==> config.mk <==
export PLATFORM = sky130hd
export DESIGN_NAME = uart_rx_8n1
export DESIGN_NICKNAME = d
export VERILOG_FILES = /design/src/rtl/uart_pkg.sv /design/src/rtl/sync_2ff.sv /design/src/rtl/uart_rx_8n1.sv
export SDC_FILE = /design/constraint.sdc
export NUM_CORES = 1
export LEC_CHECK = 0
export CELL_PAD_IN_SITES_DETAIL_PLACEMENT = 2
export CELL_PAD_IN_SITES_GLOBAL_PLACEMENT = 2
export CORE_UTILIZATION = 39
export CTS_CLUSTER_DIAMETER = 150
export DETAILED_ROUTE_END_ITERATION = 12
export HOLD_SLACK_MARGIN = 0.1
export PLACE_DENSITY_LB_ADDON = 0.25
export SKIP_CTS_REPAIR_TIMING = 1
export SLEW_MARGIN = 30
export SYNTH_ARGS = -nofsm -noshare
export SYNTH_HDL_FRONTEND = slang
export SYNTH_SLANG_ARGS = --single-unit
==> constraint.sdc <==
create_clock -name clk -period 4.3 [get_ports clk]
set_clock_uncertainty 0.05 [all_clocks]
set_input_delay 1.075 -clock clk [delete_from_list [all_inputs] [get_ports clk]]
set_output_delay 1.075 -clock clk [all_outputs]
set_load 0.02 [all_outputs]
==> src/rtl/uart_pkg.sv <==
`timescale 1ns/1ps
// Shared UART definitions: receiver state encoding, frame width and default bit timing.
// The transmitter pulls CLKS_PER_BIT_DEFAULT from here so both ends agree on baud.
package uart_pkg;

    localparam int DATA_BITS            = 8;
    localparam int CLKS_PER_BIT_DEFAULT = 868;  // 100 MHz / 115200

    typedef enum logic [2:0] {
        IDLE      = 3'd0,
        START     = 3'd1,
        DATA      = 3'd2,
        STOP      = 3'd3,
        WAIT_IDLE = 3'd4
    } rx_state_e;

endpackage

==> src/rtl/sync_2ff.sv <==
`timescale 1ns/1ps
// Two-flop synchronizer for a single asynchronous input; q_o lags d_i by two clocks.
// Reset value is a parameter so idle-high lines come out of reset inactive.
module sync_2ff #(
    parameter logic RST_VAL = 1'b1
) (
    input  logic clk,
    input  logic rst,
    input  logic d_i,
    output logic q_o
);

    logic meta_q;
    logic sync_q;

    always_ff @(posedge clk) begin
        if (rst) begin
            meta_q <= RST_VAL;
            sync_q <= RST_VAL;
        end else begin
            meta_q <= d_i;
            sync_q <= meta_q;
        end
    end

    assign q_o = sync_q;

endmodule

==> src/rtl/uart_rx_8n1.sv <==
`timescale 1ns/1ps
// 8N1 UART receiver: mid-bit sampling of a synchronized line, byte + done strobe out.
// Byte appears H+9N+1 clocks after the FSM sees the start edge; no backpressure (done is a pulse).
module uart_rx_8n1
    import uart_pkg::*;
#(
    parameter int CLKS_PER_BIT = CLKS_PER_BIT_DEFAULT,
    parameter int CNT_W        = $clog2(CLKS_PER_BIT)
) (
    input  logic                 clk,
    input  logic                 rst,
    input  logic                 rx,
    output logic [DATA_BITS-1:0] dout,
    output logic                 done,
    output logic                 frame_err,
    output logic                 busy
);

    localparam int BIDX_W = $clog2(DATA_BITS);

    // Counter is loaded with 0 on the edge that enters a phase, so the edge
    // that sees count k is k+1 cycles into that phase.
    localparam logic [CNT_W-1:0]  HALF_TC  = CNT_W'(CLKS_PER_BIT / 2 - 1);
    localparam logic [CNT_W-1:0]  FULL_TC  = CNT_W'(CLKS_PER_BIT - 1);
    localparam logic [BIDX_W-1:0] LAST_BIT = BIDX_W'(DATA_BITS - 1);

    logic rx_s;

    rx_state_e              state_q, state_d;
    logic [CNT_W-1:0]       cnt_q,   cnt_d;
    logic [BIDX_W-1:0]      bidx_q,  bidx_d;
    logic [DATA_BITS-1:0]   shift_q, shift_d;
    logic [DATA_BITS-1:0]   dout_q,  dout_d;
    logic                   done_q,  done_d;
    logic                   ferr_q,  ferr_d;

    sync_2ff #(
        .RST_VAL (1'b1)
    ) u_rx_sync (
        .clk (clk),
        .rst (rst),
        .d_i (rx),
        .q_o (rx_s)
    );

    always_ff @(posedge clk) begin
        if (rst) begin
            state_q <= IDLE;
            cnt_q   <= '0;
            bidx_q  <= '0;
            shift_q <= '0;
            dout_q  <= '0;
            done_q  <= 1'b0;
            ferr_q  <= 1'b0;
        end else begin
            state_q <= state_d;
            cnt_q   <= cnt_d;
            bidx_q  <= bidx_d;
            shift_q <= shift_d;
            dout_q  <= dout_d;
            done_q  <= done_d;
            ferr_q  <= ferr_d;
        end
    end

    always_comb begin
        state_d = state_q;
        cnt_d   = cnt_q;
        bidx_d  = bidx_q;
        shift_d = shift_q;
        dout_d  = dout_q;
        done_d  = 1'b0;
        ferr_d  = 1'b0;

        unique case (state_q)
            IDLE: begin
                if (!rx_s) begin
                    state_d = START;
                    cnt_d   = '0;
                end
            end

            START: begin
                if (cnt_q == HALF_TC) begin
                    cnt_d = '0;
                    if (rx_s) begin
                        state_d = IDLE;
                    end else begin
                        state_d = DATA;
                        bidx_d  = '0;
                    end
                end else begin
                    cnt_d = cnt_q + CNT_W'(1);
                end
            end

            DATA: begin
                if (cnt_q == FULL_TC) begin
                    cnt_d   = '0;
                    shift_d = {rx_s, shift_q[DATA_BITS-1:1]};
                    if (bidx_q == LAST_BIT) begin
                        state_d = STOP;
                    end else begin
                        bidx_d = bidx_q + BIDX_W'(1);
                    end
                end else begin
                    cnt_d = cnt_q + CNT_W'(1);
                end
            end

            STOP: begin
                if (cnt_q == FULL_TC) begin
                    cnt_d = '0;
                    if (rx_s) begin
                        dout_d  = shift_q;
                        done_d  = 1'b1;
                        state_d = IDLE;
                    end else begin
                        ferr_d  = 1'b1;
                        state_d = WAIT_IDLE;
                    end
                end else begin
                    cnt_d = cnt_q + CNT_W'(1);
                end
            end

            // Holding here until the line idles keeps a break from decoding as 0x00 frames.
            WAIT_IDLE: begin
                if (rx_s) begin
                    state_d = IDLE;
                end
            end

            default: begin
                state_d = IDLE;
            end
        endcase
    end

    assign dout      = dout_q;
    assign done      = done_q;
    assign frame_err = ferr_q;
    assign busy      = (state_q != IDLE);

endmodule

Word level (Yosys, flattened, before mapping)
Index checks and enable logic that the tools add are counted.
- register bits after elaboration: 36
- bits of input ports: 3
- output and inout bits: 11
- word-level logic and storage cells: 59
- add/subtract/negate cells: 2
- equality and inequality tests: 15
- mux-type cells: 20
- bitwise operators: 2
- reduce and logical (&&, ||, !) cells: 11
- operator list (operator ; number):
    $mux 3 ; 11
    $mux 10 ; 3
    $pmux 10 s3 ; 1
    $pmux 3 s5 ; 1
    $ne 2x2->1 const B ; 7
    $add 10x1->10 const B ; 1
    $eq 10x10->1 const B ; 1
    $eq 10x9->1 const B ; 1
    $eq 3x2->1 const B ; 2
    $eq 3x3->1 const B ; 2
    $pmux 3 s2 ; 1
    $reduce_and 6->1 ; 1
    $reduce_bool 3->1 ; 2
    $reduce_and 5->1 ; 1
    $reduce_and 2->1 ; 2
    $add 3x1->3 const B ; 1
    $eq 3x1->1 const B ; 1
    $logic_not 3->1 ; 1
    $reduce_and 3->1 ; 1
    $reduce_or 3->1 ; 1
    $mux 1 ; 2
    $mux 2 ; 1
    $ne 2x1->1 const B ; 1
    $not 1->1 ; 2
    other kinds (2) ; 2

Longest topological paths before layout
Gate-level depths: netlist of run 1.
- depth in word-level cells: 4
- mapped depth: 8
- depth with buffers taken out: 7

By module
A second synthesis of run 1 with hierarchy kept.
- cells, all modules: 185
- area total of the unflattened synthesis: 1691.6 um^2
- modules (own cells, without submodules) (module ; times used ; cells each ; area each (um^2) ; sequential area each (um^2)):
    uart_rx_8n1 ; 1 ; 181 ; 1639.1 ; 680.7
    sync_2ff ; 1 ; 4 ; 52.6 ; 40.0

Worst setup path before layout of run 1
OpenSTA, ideal clock, no wires.
- path kind: input port to flip-flop
- start point: in rst
- end point: reg dout_q[0], in the netlist dout[0]
- setup time: 0.128 ns
- data arrival time: 1.953 ns
- required time: 4.122 ns
- setup slack: 2.169 ns
- cell stages on the path: 4
- buffers on the path: 3
- cells stage by stage: clkbuf_1 > clkbuf_1 > clkbuf_1 > nor2_1
- RTL lines (what ; RTL line ; RTL):
    from (decl) ; uart_rx_8n1.sv:11 ; input logic rst,
    to (signal assigned) ; uart_rx_8n1.sv:60 ; dout_q <= dout_d;
    to (decl) ; uart_rx_8n1.sv:33 ; logic [DATA_BITS-1:0] dout_q, dout_d;
No word-level cell between the ends.

Worst setup path in the final report of run 1
- start point: reg state_q[2]
- end point: out busy
- cells in the longest elaborated chain, start to end: 1
- RTL lines (what ; RTL line ; RTL):
    from (decl) ; uart_rx_8n1.sv:29 ; rx_state_e state_q, state_d;
    from (signal assigned) ; uart_rx_8n1.sv:56 ; state_q <= state_d;
    $reduce_bool 3->1 ; uart_rx_8n1.sv:143 ; assign busy = (state_q != IDLE);
    to (decl) ; uart_rx_8n1.sv:16 ; output logic busy
Every way passes these cells.

==> impl_metrics.json, run 1 <==
{
  "status": "finished clean",
  "layout_setup_ws_ns": 1.52,
  "hold_slack_ns": 0.377,
  "switching_share": 0.214,
  "drc_errors": 0,
  "tns_ns": 0,
  "clkPwrFrac": 0.441,
  "cap_violations": 0,
  "dp_hpwl_mm": 3.18,
  "clk_transition_reported_paths_ns": 0.07,
  "asyncSetResetFlopFracSynth": 0,
  "crit_required_ns": 3.17,
  "cts_buffers": 5,
  "slew_headroom": 0.587,
  "avgViaCountPerCell": 5.67,
  "syn_nets": 180,
  "fin_nets": 192,
  "multi_input_area_um2": 895,
  "critPathArrivalTime_ns": 1.65,
  "cts_root_buf": "clkbuf_8",
  "slew_violations": 0,
  "grt_setup_unrepaired": "false",
  "initial_core_util": 0.414,
  "crit_fanout": 9,
  "finalCritPeriodShare": 0.646,
  "final_layout_size_suffix_gt1_frac": 0.134,
  "crit_path_start_kind": "register",
  "post-place-ws_ns": 1.56,
  "die_y_um": 67.7,
  "fmax_ghz": 0.360,
  "yosysSeqAreaShare": 0.429,
  "end_kind": "output pin",
  "worst_pin_slew_ns": 0.619,
  "synth_cell_types": 49,
  "rows": 23,
  "dr.pass1.iters": 4,
  "synth_cells": 173,
  "cts_sinks": 36,
  "path_class": "register to output pin",
  "core_um2": 4060,
  "p_leak_nw": 0.766,
  "gp_congestion": 0.827,
  "antenna_found_initial": 0,
  "io_buffers": 13,
  "ir_drop_uv": 301,
  "hold_path.class": "register to register",
  "power_frac_comb": 0.046,
  "synth_seq_cells": 36,
  "ios": 14,
  "grt_max_degree": 30,
  "switching_power_mw": 0.142,
  "drt_iter0_markers": 25,
  "fin_cells": 236,
  "grt_pass1_wl_mm": 7.09,
  "syn2layout_area_growth_pct": 15.3,
  "track_usage": 0.213,
  "fillCellCount": 427,
  "wirelength_mm": 4.51,
  "drtAntennaViolNets": 0,
  "powerDensity_nw_per_um2": 341,
  "timing_hold_violations_final": 0,
  "die_area_um2": 4580,
  "cts_max_level": 2,
  "grt_pass1_vias": 1350,
  "via_count": 1339,
  "seqCellArea_um2": 721,
  "syn_area_um2": 1680,
  "overflow": 0,
  "p_int_mw": 0.519,
  "clockBufferDepth": 2,
  "placed_cell_area_um2": 1830,
  "finalCriticalPeriod_ns": 2.78,
  "power_frac_seq": 0.513,
  "antenna_cells": 0,
  "yosys_warnings": 0,
  "synth_enable_flop_cells": 0,
  "synthFlopType": "dfxtp_1",
  "clk_latency_ns": 0.28,
  "syn_area_per_cell_um2": 9.72,
  "tritoncts": "done",
  "drt-wirelength-per-cell_um": 19.1,
  "place_inst": 227,
  "die_x_um": 67.7,
  "finalSetupViolations": 0,
  "design_area_um2": 1940
}
routing by layer:
metal | part of all wire | wire, µm | global-route usage
met1 | 0.49 | 2220 | 0.284
met2 | 0.48 | 2170 | 0.350
met3 | 0.021 | 93 | 0.0405
met5 | 0 | 0 | 0
met4 | 0.0069 | 31 | 0.0479
state kept, by name, summed over array words and instances (netlist names):
signal	count
state_q	3
cnt_q	10
done	1
bidx_q	3
u_rx_sync.q_o	1
u_rx_sync.meta_q	1
dout	8
shift_q	8
frame_err	1
cells in the final DEF, fill, tap and decap left out, drive strengths merged, types with 2 or more instances in the layout:
cell / Yosys / final
a21oi: 2 / 2
and4bb: 2 / 2
o32ai: 2 / 2
nor2: 27 / 27
nor3: 5 / 5
mux2i: 18 / 18
nand2: 7 / 7
mux2: 3 / 3
a22oi: 2 / 2
and3: 4 / 4
o31ai: 5 / 5
or2: 4 / 4
o41ai: 2 / 2
nor3b: 2 / 2
or3: 2 / 2
nor2b: 5 / 5
dfxtp: 36 / 36
clkdlybuf4s50: 0 / 13
clkbuf: 5 / 7
nand3: 3 / 3
o21ai: 2 / 2
ha: 4 / 4
nand2b: 5 / 5
nand4: 2 / 2
a22o: 3 / 3
inv: 3 / 3
nand3b: 3 / 3
worst max-delay path, stage by stage, from the launching register on:
cell and delay, ns:
dfxtp_1 0.42, or3_1 0.42, clkdlybuf4s50_1 0.54
per-stage QoR:
step,util,power [mW]
finish,0.478,0.660
floorplan,-,0.366
global route,0.478,0.683
detailed placement,0.450,0.376
global placement,0.450,0.373
CTS,0.477,0.666
Yosys cell counts, types with 2 or more instances:
library cell	number	area (µm²)
dfxtp_1	36	721
nor2_1	26	97.6
mux2i_1	18	180
nand2_1	7	26.3
clkbuf_1	5	18.8
nand2b_1	5	31.3
nor2b_1	5	31.3
o31ai_1	5	37.5
and3_1	4	25.0
ha_1	4	50.1
nor3_1	4	20.0
a22o_1	3	26.3
inv_1	3	11.3
or2_2	3	18.8
a21oi_1	2	10.0
a22oi_1	2	15.0
buf_2	2	10.0
buf_4	2	15.0
mux2_2	2	22.5
nand3_1	2	10.0
nand3b_1	2	15.0
o21ai_0	2	10.0
o32ai_1	2	17.5
or3_1	2	12.5
power groups by stage:
stage | sequential, mW | clock [mW] | combinational (mW)
floorplan | 0.344 | 0 | 0.0221
global placement | 0.346 | 0 | 0.0273
detailed placement | 0.346 | 0 | 0.0293
CTS | 0.339 | 0.298 | 0.0296
global route | 0.339 | 0.311 | 0.0329
finish | 0.339 | 0.292 | 0.0302
cell type report:
cell class | count | share of cell area
flip-flops and latches | 36 | 0.372
clock inverters | 2 | 0.0181
multi-input cells | 124 | 0.461
inverters | 3 | 0.00581
well taps | 50 | 0.0323
clock buffers | 6 | 0.0374
repair buffers | 15 | 0.0735
path summary, 6_finish.rpt:
check,start,end,slack [ns],depth (start not counted)
worst min-delay path,u_rx_sync.meta_q$_SDFF_PP1_,u_rx_sync.q_o$_SDFF_PP1_,0.38,1
worst max-delay path,state_q[2]$_SDFFE_PP0P_,busy,1.52,2
worst min register to register,u_rx_sync.meta_q$_SDFF_PP1_,u_rx_sync.q_o$_SDFF_PP1_,0.38,1
worst max register to register,cnt_q[0]$_SDFFE_PP0P_,cnt_q[0]$_SDFFE_PP0P_,1.84,7
cells by family after synthesis:
logic type | count (synthesis) | synth area share
adders and majority gates | 4 | 0.0298
DFF | 36 | 0.429
buffers and inverters | 13 | 0.0394
muxes | 21 | 0.129
and+or+nand+nor | 74 | 0.255
AOI/OAI and AO/OA | 25 | 0.118
Power figures use the tool's default switching activity.
==> run 2, diff against run 1 <==
Settings changed: CORE_UTILIZATION 39 to 32.
Clock period 4.3 ns to 2.55 ns, I/O delays scaled along.
==> run 2 against run 1 <==
Compared with the run above: final area grew 2.2%; register-to-register slack got worse by 1.5 ns; non-clock buffer count up 2; worst hold slack about the same; utilization decreased by 8.7 points; routed wire length down 0.78%; critical path depth unchanged; total power up 70%; clock power increased by 70%; critical path type unchanged; critical endpoint unchanged; largest cell class unchanged; highest routed layer unchanged.
==> impl_metrics.json, run 2 (synthesized netlist as in run 1, its figures left out) <==
{
  "overflow": 0,
  "dr.pass1.iters": 4,
  "via_count": 1348,
  "finalSetupViolations": 0,
  "grt_max_degree": 24,
  "dp_hpwl_mm": 3.37,
  "status": "finished clean",
  "antenna_found_initial": 0,
  "drtAntennaViolNets": 0,
  "rows": 26,
  "crit_fanout": 9,
  "fin_nets": 194,
  "crit_path_start_kind": "register",
  "ios": 14,
  "wirelength_mm": 4.47,
  "finalCritPeriodShare": 0.914,
  "die_y_um": 74.5,
  "cts_sinks": 36,
  "cts_max_level": 2,
  "ir_drop_uv": 190,
  "worst_pin_slew_ns": 0.428,
  "final_cell_mix": "36 x dfxtp_1, 26 x nor2_1, 18 x mux2i_1",
  "fillCellCount": 566,
  "multi_input_area_um2": 895,
  "path_cells": "or3_1, clkdlybuf4s50_1",
  "avgViaCountPerCell": 5.22,
  "critPathArrivalTime_ns": 1.64,
  "tritoncts": "done",
  "gp_congestion": 0.745,
  "largest_register_ffs": 10,
  "path_class": "register to output pin",
  "top_register": "cnt_q",
  "die_area_um2": 5550,
  "clk_latency_ns": 0.29,
  "drt-wirelength-per-cell_um": 17.3,
  "crit_path_top_delay_cell": "clkdlybuf4s50_1",
  "clk_transition_reported_paths_ns": 0.08,
  "seqCellArea_um2": 721,
  "initial_core_util": 0.331,
  "powerDensity_nw_per_um2": 565,
  "syn2layout_area_growth_pct": 17.9,
  "track_usage": 0.183,
  "clockBufferDepth": 2,
  "finalCriticalPeriod_ns": 2.33,
  "final_layout_size_suffix_gt1_frac": 0.144,
  "p_leak_nw": 0.777,
  "fin_cells": 258,
  "crit_required_ns": 1.86,
  "slowest_delay_ns": 0.55,
  "cap_violations": 0,
  "grt_setup_unrepaired": "false",
  "io_buffers": 13,
  "drt_iter0_markers": 33,
  "cts_buffers": 5,
  "antenna_cells": 0,
  "timing_hold_violations_final": 0,
  "cts_root_buf": "clkbuf_8",
  "slew_violations": 0,
  "fmax_ghz": 0.429,
  "grt_pass1_wl_mm": 7.37,
  "die_x_um": 74.5,
  "hold_path.class": "register to register",
  "drc_errors": 0,
  "slew_headroom": 0.715,
  "end_kind": "output pin",
  "final_common_cell": "dfxtp_1",
  "core_um2": 5070,
  "place_inst": 250,
  "r2r_slack_ns": 0.39,
  "tns_ns": 0,
  "grt_pass1_vias": 1488
}
-- run 2: cell count changes in the layout (fill, tap and decap cells not counted), sizes merged --
cell / change
clkbuf: -1
buf: +3
-- run 2: report_power, final --
group,switching [mW],internal [mW]
Clock,0.206,0.290
Sequential,0.00552,0.565
Combinational,0.0319,0.0212
Total,0.244,0.877
-- run 2: final cells by class --
| class | instances | area share |
|---|---|---|
| clock buffers | 6 | 0.0366 |
| repair buffers | 17 | 0.0808 |
| well taps | 70 | 0.0442 |
| flip-flops and latches | 36 | 0.364 |
| multi-input cells | 124 | 0.451 |
| inverters | 3 | 0.00568 |
| clock inverters | 2 | 0.0177 |
-- run 2: through the flow --
stage / hold slack (ns) / utilization / total power [mW] / area, µm² / setup WS (ns)
3_3_place_gp: 0.351 / 0.369 / 0.633 / 1870 / 0.522
4_1_cts: 0.376 / 0.391 / 1.13 / 1980 / 0.208
3_5_place_dp: 0.353 / 0.369 / 0.637 / 1870 / 0.395
6_report: 0.378 / 0.391 / 1.12 / 1980 / 0.219
2_1_floorplan: 0.339 / - / 0.618 / 1680 / 0.727
5_1_grt: 0.397 / 0.391 / 1.17 / 1980 / 0.154
-- run 2: worst paths after layout --
path / startpoint / to / depth (start not counted)
setup / recovery: state_q[2]$_SDFFE_PP0P_ / busy / 2
hold / removal: u_rx_sync.meta_q$_SDFF_PP1_ / u_rx_sync.q_o$_SDFF_PP1_ / 1
setup reg to reg: cnt_q[0]$_SDFFE_PP0P_ / shift_q[4]$_SDFFE_PP0P_ / 6
hold reg to reg: u_rx_sync.meta_q$_SDFF_PP1_ / u_rx_sync.q_o$_SDFF_PP1_ / 1
-- run 2: worst max-delay path: cells and delay by family (launching register included) --
kind	cells	cell delay, ns
DFF	1	0.40
buffers and inverters	1	0.55
and+or+nand+nor	1	0.41
-- run 2: routing by layer --
metal	GRT usage	vias to the layer above	routed length, µm	part of all wire
li1	-	650	-	-
met1	0.193	682	1880	0.42
met2	0.348	11	2450	0.55
met3	0.0447	5	76	0.017
met4	0.0650	0	56	0.013
met5	0	-	0	0
